==> src/rtl/ring_fifo.sv <==
// Circular-buffer FIFO with registered output, occupancy count and status flags.
// Define RING_FIFO_ERR_FLAGS_EN to enable sticky overflow/underflow reporting.
module ring_fifo #(
  parameter int DATA_WIDTH         = 32,
  parameter int FIFO_DEPTH         = 16,
  parameter int ALMOST_FULL_LEVEL  = 14,
  parameter int ALMOST_EMPTY_LEVEL = 2
) (
  input  logic                          clk,
  input  logic                          clear,
  input  logic                          enable,
  input  logic                          push,
  input  logic                          pop,
  input  logic [DATA_WIDTH-1:0]         in_data,
  output logic [DATA_WIDTH-1:0]         out_data,
  output logic                          out_valid,
  output logic [$clog2(FIFO_DEPTH):0]   data_count,
  output logic                          full,
  output logic                          empty,
  output logic                          almost_full,
  output logic                          almost_empty,
  output logic                          overflow,
  output logic                          underflow
);

  localparam int AW = $clog2(FIFO_DEPTH);
  localparam int CW = AW + 1;

  logic [DATA_WIDTH-1:0] mem_q [FIFO_DEPTH];
  logic [AW-1:0]         wr_q, wr_d, rd_q, rd_d;
  logic [CW-1:0]         count_q, count_d;
  logic [DATA_WIDTH-1:0] out_q, out_d;
  logic                  vld_q, vld_d;
  logic                  push_ok, pop_ok;

  // A pop frees a slot in the same cycle, so a push while full is accepted
  // alongside a pop; a pop while empty is never accepted.
  assign pop_ok  = enable & pop  & (count_q != '0);
  assign push_ok = enable & push & ((count_q != CW'(FIFO_DEPTH)) | pop_ok);

  always_comb begin
    wr_d    = wr_q;
    rd_d    = rd_q;
    count_d = count_q;
    out_d   = out_q;
    vld_d   = 1'b0;
    if (push_ok) wr_d = wr_q + AW'(1);
    if (pop_ok) begin
      rd_d  = rd_q + AW'(1);
      out_d = mem_q[rd_q];
      vld_d = 1'b1;
    end
    case ({push_ok, pop_ok})
      2'b10:   count_d = count_q + CW'(1);
      2'b01:   count_d = count_q - CW'(1);
      default: count_d = count_q;
    endcase
  end

  always_ff @(posedge clk or posedge clear) begin
    if (clear) begin
      wr_q    <= '0;
      rd_q    <= '0;
      count_q <= '0;
      out_q   <= '0;
      vld_q   <= 1'b0;
    end else begin
      wr_q    <= wr_d;
      rd_q    <= rd_d;
      count_q <= count_d;
      out_q   <= out_d;
      vld_q   <= vld_d;
    end
  end

  // Storage carries no reset; stale words are unreachable once pointers clear.
  always_ff @(posedge clk) begin
    if (push_ok) mem_q[wr_q] <= in_data;
  end

`ifdef RING_FIFO_ERR_FLAGS_EN
  logic ovf_q, ovf_d, udf_q, udf_d;

  always_comb begin
    ovf_d = ovf_q | (enable & push & ~push_ok);
    udf_d = udf_q | (enable & pop  & ~pop_ok);
  end

  always_ff @(posedge clk or posedge clear) begin
    if (clear) begin
      ovf_q <= 1'b0;
      udf_q <= 1'b0;
    end else begin
      ovf_q <= ovf_d;
      udf_q <= udf_d;
    end
  end

  assign overflow  = ovf_q;
  assign underflow = udf_q;
`else
  assign overflow  = 1'b0;
  assign underflow = 1'b0;
`endif

  assign out_data     = out_q;
  assign out_valid    = vld_q;
  assign data_count   = count_q;
  assign full         = (count_q == CW'(FIFO_DEPTH));
  assign empty        = (count_q == '0);
  assign almost_full  = (count_q >= CW'(ALMOST_FULL_LEVEL));
  assign almost_empty = (count_q <= CW'(ALMOST_EMPTY_LEVEL));

endmodule

==> config.mk <==
export PLATFORM = sky130hd
export DESIGN_NAME = ring_fifo
export DESIGN_NICKNAME = d
export VERILOG_FILES = /design/src/rtl/ring_fifo.sv
export SDC_FILE = /design/constraint.sdc
export NUM_CORES = 1
export LEC_CHECK = 0
export BUFFER_PORTS_ARGS = -buffer_cell sky130_fd_sc_hd__buf_2
export CELL_PAD_IN_SITES_DETAIL_PLACEMENT = 0
export CELL_PAD_IN_SITES_GLOBAL_PLACEMENT = 2
export CORE_UTILIZATION = 30
export CTS_CLUSTER_DIAMETER = 50
export CTS_CLUSTER_SIZE = 20
export DETAILED_ROUTE_END_ITERATION = 8
export GPL_TIMING_DRIVEN = 0
export HOLD_SLACK_MARGIN = 0.02
export PLACE_DENSITY = 0.49
export SYNTH_ARGS = -nofsm -noshare
export SYNTH_HDL_FRONTEND = slang
export SYNTH_SLANG_ARGS = --single-unit
export TNS_END_PERCENT = 50
==> constraint.sdc <==
create_clock -name clk -period 5.85 [get_ports clk]
set_input_delay 1.755 -clock clk [delete_from_list [all_inputs] [get_ports clk]]
set_output_delay 1.755 -clock clk [all_outputs]
set_load 0.01 [all_outputs]
==> summary.md, run 1 <==
| Metric | Value |
|---|---|
| Status | complete, no violations |
| Die X | about 270 um |
| Slowest cell on crit path | nor3_2 |
| RSZ-0062 raised after global routing | false |
| Hold Path Origin | out_data[31]$_DFFE_PP0P_ |
| Xor/xnor share of the synthesized area | less than 1% |
| FF+latch area | around 17000 um^2 |
| Crit path launch type | input port |
| Worst R2R Setup Slack | between 2000 and 3000 ps |
| R2R Path End | mem_q[2][18]$_DFFE_PP_ |
| Hold path endpoint | out_data[31]$_DFFE_PP0P_ |
| Total leakage power | 8.71 nW |
| Post-CTS setup buffers | 0 |
| Synth cell types | 44 |
| Post-route cell area | between 20000 and 30000 um^2 |
| #FFs+latches synth | 558 |
| Placed cell area | about 24000 um^2 |
| Area occupied by multi-input gates | 4640 um^2 |
| Total GRT Usage | 16.3% |
| Largest family of logic cells by synthesized area | multiplexers |
| Post-Syn Area | approximately 21000 um^2 |
| DP Wirelength | approximately 37000 um |
| Reg-to-Reg Start | data_count[1]$_DFFE_PP0P_ |
| Clk Latency, worst-skew pair | between 600 and 700 ps |
| Iter 0 DRT Violations | 733 |
| Net Sw Power | slightly below 4 mW |
| Vias per cell | a little under 5 |
| Critical path's top delay family | simple AND/OR/NAND/NOR gates |
| Synth Area in Adders | less than 1% |
| Initial antenna violation count | 3 |
| Die height | ~270 um |
| Number of I/O pins | 81 |
| Syn. warnings | 0 |
| Compound-Gate Fraction of Synth Area | between 3 and 4% |
| Most frequent cells in the layout | edfxtp_1 (512), mux4_2 (119), buf_2 (103) |
| Largest net degree at the start of global routing | 27 |
| Dpl cells | 2032 |
| HP Class | flop to flop |
| Port-buffer cells | a little under 80 |
| Gp weighted congestion | about 0.68 |
| N_diodes | 0 |
| Final hold violations | 0 |
| Post-cts resize count | 0 |
| Max stage delay on crit path | about 760 ps |
| Final Skew | between 20 and 25 ps |
| Worst Path Arrival | 4070 ps |
| Simple-Gate Fraction of Synth Area | approximately 1.4% |
| CTS H-tree lvls | 3 |
| CP Cell Sequence | buf_2 > nand2_1 > a41oi_1 > clkbuf_1 > nand2_1 > nor3_2 > buf_6 > buf_6 |
| Hold buffers post-CTS | 0 |
| Mean routed wirelength per cell | between 20 and 30 um |
| First-pass GRT wire length | 83500 um |
| Post-synth EDFFs | between 500 and 600 |
| Seq/Total Area, Yosys | between 70% and 80% |
| TritonCTS clock tree | yes |
| Worst hold stages | 1 |
| Max Fanout on Critical Path | 10 |
| Async SR Flop Fraction | under 10% |
| Nets | 1215 |
| Final ANT Viol Nets | 0 |
| Gate Count Post-Synth | 979 |
| Rows | 97 |
| Clock buffer depth | 3 |
| Worst-Margin Slew | 1050 ps |
| Flop pwr share | a little under two fifths |
| Hold Slack | 503 ps |
| R2r worst-path depth | 7 |
| Maximum vdd ir drop | 263 uV |
| CTS root buffer | clkbuf_16 |
| Grt ovf | 0 |
| Avg Cell Area, Syn | ~22 um^2 |
| Sw frac | 29.8% |
| Commonest non-fill, non-tap cell in the layout | edfxtp_1 |
| Internal power | 9.09 mW |
| Fin crit share | 64.5% |
| Die ar. | between 70000 and 80000 um^2 |
| Relative slew slack | 30.3% |
| Maxcap violations | 0 |
| Post-route insts no fill | ~2200 |
| Crit. End Element | flop |
| CORE AREA | about 70000 um^2 |
| Cell Pwr Density | 492 nW/um^2 |
| Area growth syn-to-layout | 22.6% |
| Vias | ~11000 |
| Drt total wl | around 58000 um |
| Fill cells | 6544 |
| Worst path required time | roughly 6100 ps |
| Number of global-route vias before repair | roughly 11000 |
| CP Buf/Inv Count | 4 |
| F_max | 265 MHz |
| Crit path kind | input port to flop |
| Sink Count | roughly 560 |
| Post-route minimum period | 3780 ps |
| First drt pass iteration count | 5 |
| Clock transition at the registers of the reported paths | ~60 ps |
| Setup-failing EPs final | 0 |
| DRC | 0 |
| Slew Limit Fails | 0 |
| Clock buffer count from CTS | 75 |
| Initial Utilization | between 30 and 40% |
| Primary FF master, synth | edfxtp_1 |
| Mux cell area share after synthesis | 15.3% |
| Share of cells above drive strength 1 | a little over a third |
| Clock share of power | a little over a third |
| Power share of the combinational group | 26.0% |
stage by stage:
step                      utilization [%]  setup WS, ps  setup TNS (ps)  power [mW]
after global routing                 37.4          1900               0        13.5
after CTS                            37.4          2030               0        13.2
final                                37.4          2070               0        13.0
after detailed placement             33.7          1390               0        8.42
after global placement               32.7         -3280         -741400        8.33
after floorplan                         -           710               0        7.11
cell families after synthesis:
logic type | Yosys count
compound gates | 110
xor+xnor | 9
fa+ha+maj | 9
buf+inv | 69
flops | 558
mux | 163
other cells | 1
simple gates | 60
worst max-delay path by stage:
stage	startpoint	endpoint	slack, ps	cells after the start
after CTS	push	mem_q[2][18]$_DFFE_PP_	2030	8
after global routing	push	mem_q[2][18]$_DFFE_PP_	1900	8
final	push	mem_q[2][18]$_DFFE_PP_	2070	8
after floorplan	push	mem_q[3][0]$_DFFE_PP_	710	5
after detailed placement	push	mem_q[2][18]$_DFFE_PP_	1390	8
after global placement	push	mem_q[1][11]$_DFFE_PP_	-3280	6
Yosys cell counts, drive strengths merged, types with 14 or more instances:
library cell	n	area, um^2
edfxtp	512	15400
mux4	128	2920
dfrtp	46	1150
buf	45	319
o22ai	36	225
a21oi	34	170
mux2	20	225
a211o	15	131
mux2i	15	150
nand2	15	56.3
nor2	15	56.3
nor2b	15	101
a22o	14	123
final cells by class:
type	instances	area share [%]
inverter	11	0.166
timing repair buffer	112	3.70
sequential	558	62.8
clock buffer	84	7.50
tap	940	4.47
buffer	58	1.44
clock inverter	53	2.34
multi-input combinational	353	17.6
power by group through the flow:
stage,registers [mW],clock network (mW),logic (mW)
after detailed placement,4.95,0,3.47
after CTS,4.87,4.84,3.48
after global placement,4.98,0,3.35
after floorplan,4.95,0,2.16
final,4.87,4.72,3.37
after global routing,4.90,4.99,3.64
registers in the layout, indices dropped and copies added, names as in the netlist:
register / count
mem_q: 512
out_data: 32
data_count: 5
rd_q: 4
wr_q: 4
out_valid: 1
per-layer routing:
metal  up-vias  GRT usage [%]  share of wire, %
met5         -              0             0.038
met4         4           4.23               2.2
met3        93           3.39               4.1
met2       237           26.6                49
met1      5700           22.1                45
li1       4508              -                 -
(Power assumes the default switching activity.)
==> inputs of run 2 (changes only) <==
--- a/config.mk
+++ b/config.mk
@@ -5,6 +5,7 @@
 export SDC_FILE = /design/constraint.sdc
 export NUM_CORES = 1
 export LEC_CHECK = 0
+export ABC_AREA = 1
 export BUFFER_PORTS_ARGS = -buffer_cell sky130_fd_sc_hd__buf_2
 export CELL_PAD_IN_SITES_DETAIL_PLACEMENT = 0
 export CELL_PAD_IN_SITES_GLOBAL_PLACEMENT = 2
@@ -14,7 +15,7 @@
 export DETAILED_ROUTE_END_ITERATION = 8
 export GPL_TIMING_DRIVEN = 0
 export HOLD_SLACK_MARGIN = 0.02
-export PLACE_DENSITY = 0.49
+export PLACE_DENSITY = 0.55
 export SYNTH_ARGS = -nofsm -noshare
 export SYNTH_HDL_FRONTEND = slang
 export SYNTH_SLANG_ARGS = --single-unit
==> constraint.sdc (replaced) <==
create_clock -name clk -period 3.5 [get_ports clk]
set_input_delay 1.05 -clock clk [delete_from_list [all_inputs] [get_ports clk]]
set_output_delay 1.05 -clock clk [all_outputs]
set_load 0.01 [all_outputs]
==> run 2 against run 1 <==
Final area up 4.1%. Combinational power up 130%. Final cell count up 44%. Area after synthesis up 5.0%. Clock skew down 3.5 ps. Utilization down 0.59 points. First-iteration DRC count up 48%. Largest cell class unchanged. Highest routed layer unchanged.
==> summary.md, run 2 <==
| Metric | Value |
|---|---|
| R2R Path End | mem_q[9][20]$_DFFE_PP_ |
| Avg Cell Area, Syn | 11.8 um^2 |
| Reg with most FFs | mem_q |
| DRC | 0 |
| Post-Syn Area | approximately 23000 um^2 |
| Maximum vdd ir drop | around 400 uV |
| Synth cell count leaders | nand2_1 (793), edfxtp_1 (512), nand3_1 (351) |
| HP Class | input port to async pin |
| Placed cell area | around 25000 um^2 |
| Crit path launch type | flop |
| Final Power | around 24 mW |
| Setup TNS | 0 ps |
| Vias per cell | between 4 and 5 |
| Commonest non-fill, non-tap cell in the layout | nand2_1 |
| Worst path required time | around 2500 ps |
| Max Fanout on Critical Path | 5 |
| Grt ovf | 0 |
| Status | complete, no violations |
| Total leakage power | 10.5 nW |
| Drt total wl | around 76000 um |
| RSZ-0062 raised after global routing | false |
| Die ar. | ~76000 um^2 |
| Fill cells | 7292 |
| Max FFs per register | a little over 500 |
| Final hold violations | 0 |
| Fin crit share | just under 80% |
| Clock buffer depth | 3 |
| Post-CTS setup buffers | 0 |
| Slowest cell on crit path | dfrtp_1 |
| Power share of the combinational group | roughly a third |
| Yosys top cell area share | just under 70% |
| Final ANT Viol Nets | 0 |
| Reg-to-Reg Start | data_count[1]$_DFFE_PP0P_ |
| Maxcap violations | 0 |
| Iter 0 DRT Violations | 1086 |
| Async SR Flop Fraction | around 8% |
| CTS root buffer | clkbuf_16 |
| Flop pwr share | 33.6% |
| R2r worst-path depth | 7 |
| Sw frac | 38.2% |
| Seq/Total Area, Yosys | approximately three quarters |
| N_diodes | 0 |
| Setup-failing EPs final | 0 |
| Post-cts resize count | 0 |
| Dpl cells | about 3000 |
| Yosys top cell by area | edfxtp_1 |
| Worst Path Arrival | about 1700 ps |
| Rows | 100 |
| Final Skew | between 20 and 25 ps |
| CORE AREA | ~74000 um^2 |
| Sink Count | approximately 560 |
| Post-route insts no fill | between 3000 and 4000 |
| Crit. End Element | primary output |
| Slew Limit Fails | 0 |
| Core Util, Final | ~37% |
| Area growth syn-to-layout | 21.6% |
| Worst setup path endpoint | full |
| Net Sw Power | between 9 and 10 mW |
| Worst-Margin Slew | ~1200 ps |
| First-pass GRT wire length | between 100000 and 150000 um |
| Syn. warnings | 0 |
| Synth top area cells | edfxtp_1 (68%), nand2_1 (13%), nand3_1 (7.8%), dfrtp_1 (5.1%), buf_2 (1.4%) |
| Number of global-route vias before repair | about 15000 |
| Most frequent cells in the layout | nand2_1 (793), edfxtp_1 (512), nand3_1 (351) |
| First drt pass iteration count | 6 |
| Share of cells above drive strength 1 | roughly 16% |
| Crit path from | data_count[2]$_DFFE_PP0P_ |
| Relative slew slack | between 20% and 30% |
| Crit path kind | flop to primary output |
| Post-route minimum period | between 2000 and 3000 ps |
| Gp weighted congestion | 0.735 |
| Cell Pwr Density | around 880 nW/um^2 |
| Synth cell types | 27 |
| F_max | 359 MHz |
| Die X | around 280 um |
| Largest net degree at the start of global routing | 36 |
| Port-buffer cells | a little under 80 |
| Mean routed wirelength per cell | roughly 24 um |
| DP Wirelength | about 50000 um |
| #FFs+latches synth | 558 |
| CP Cell Sequence | nor2_2 > nand2_1 > nor2_1 > buf_2 |
| CTS H-tree lvls | 3 |
| Die height | ~280 um |
| Gate Count Post-Synth | between 1500 and 2000 |
| Clk Latency, worst-skew pair | around 620 ps |
| Most frequent cell after synthesis | nand2_1 |
| Max stage delay on crit path | 460 ps |
| Initial Utilization | between 30 and 40% |
| Hold buffers post-CTS | 0 |
| Primary FF master, synth | edfxtp_1 |
| Clock share of power | approximately 34% |
| Post-synth EDFFs | ~500 |
| Vias | between 10000 and 15000 |
| Total GRT Usage | between 20% and 30% |
| Nets | roughly 2100 |
| Worst R2R Setup Slack | between 700 and 800 ps |
| Initial antenna violation count | 2 |
| Number of I/O pins | 81 |
| Clock buffer count from CTS | 80 |
| Internal power | between 10 and 15 mW |
| TritonCTS clock tree | yes |
| Clock transition at the registers of the reported paths | roughly 60 ps |
| Post-route cell area | approximately 27000 um^2 |
## run 2: critical path, delay by kind of cell, from the launching register on
kind / cells / cell delay, ps
flip-flops: 1 / 460
buffers and inverters: 1 / 170
AND/OR/NAND/NOR: 3 / 480
## run 2: per-layer routing
metal	vias up	GRT usage (%)	wire, um
li1	7012	-	-
met1	7316	25.3	33100
met2	286	35.4	38600
met3	118	3.15	2440
met4	2	5.69	2000
met5	-	0	13
## run 2: layout make-up
cell class              count  area, um^2  share of cell area [%]
clock inverters            63         641                    2.34
repair buffers             98         851                    3.10
flip-flops and latches    558       16500                    60.3
multi-input cells        1228        5380                    19.6
plain buffers             111         678                    2.47
clock buffers              87        2040                    7.44
inverters                  20        80.1                   0.292
well taps                 969        1210                    4.42
## run 2: how the worst min path moves through the flow
| stage | end | slack [ps] | depth (start not counted) |
|---|---|---|---|
| after CTS | out_data[29]$_DFFE_PP0P_ | 350 | 2 |
| final | out_data[24]$_DFFE_PP0P_ | 370 | 2 |
| after floorplan | wr_q[3]$_DFFE_PP0P_ | 480 | 1 |
| after detailed placement | out_data[2]$_DFFE_PP0P_ | 460 | 2 |
| after global placement | out_data[14]$_DFFE_PP0P_ | 460 | 2 |
| after global routing | out_data[24]$_DFFE_PP0P_ | 360 | 2 |
## run 2: through the flow
| stage | hold slack (ps) | setup WS [ps] |
|---|---|---|
| 6_report | 367 | 716 |
| 2_1_floorplan | 483 | 227 |
| 4_1_cts | 349 | 690 |
| 5_1_grt | 357 | 578 |
| 3_3_place_gp | 458 | -2230 |
| 3_5_place_dp | 461 | 220 |
## run 2: kinds of logic after synthesis
| logic type | count (synthesis) | synth area share, % |
|---|---|---|
| other | 1 | 0.0166 |
| and+or+nand+nor | 1170 | 21.6 |
| xor gates and xnor gates | 9 | 0.350 |
| AOI/OAI and AO/OA | 38 | 0.860 |
| adders and majority gates | 9 | 0.533 |
| DFF | 558 | 73.3 |
| buffers and inverters | 131 | 3.35 |
## run 2: power by group through the flow
stage	Sequential, mW	Clock, mW	Combinational [mW]
2_1_floorplan	8.26	0	4.42
3_3_place_gp	8.23	0	7.90
3_5_place_dp	8.19	0	8.06
4_1_cts	8.06	8.28	8.08
5_1_grt	8.12	8.52	8.67
6_report	8.06	8.10	7.86
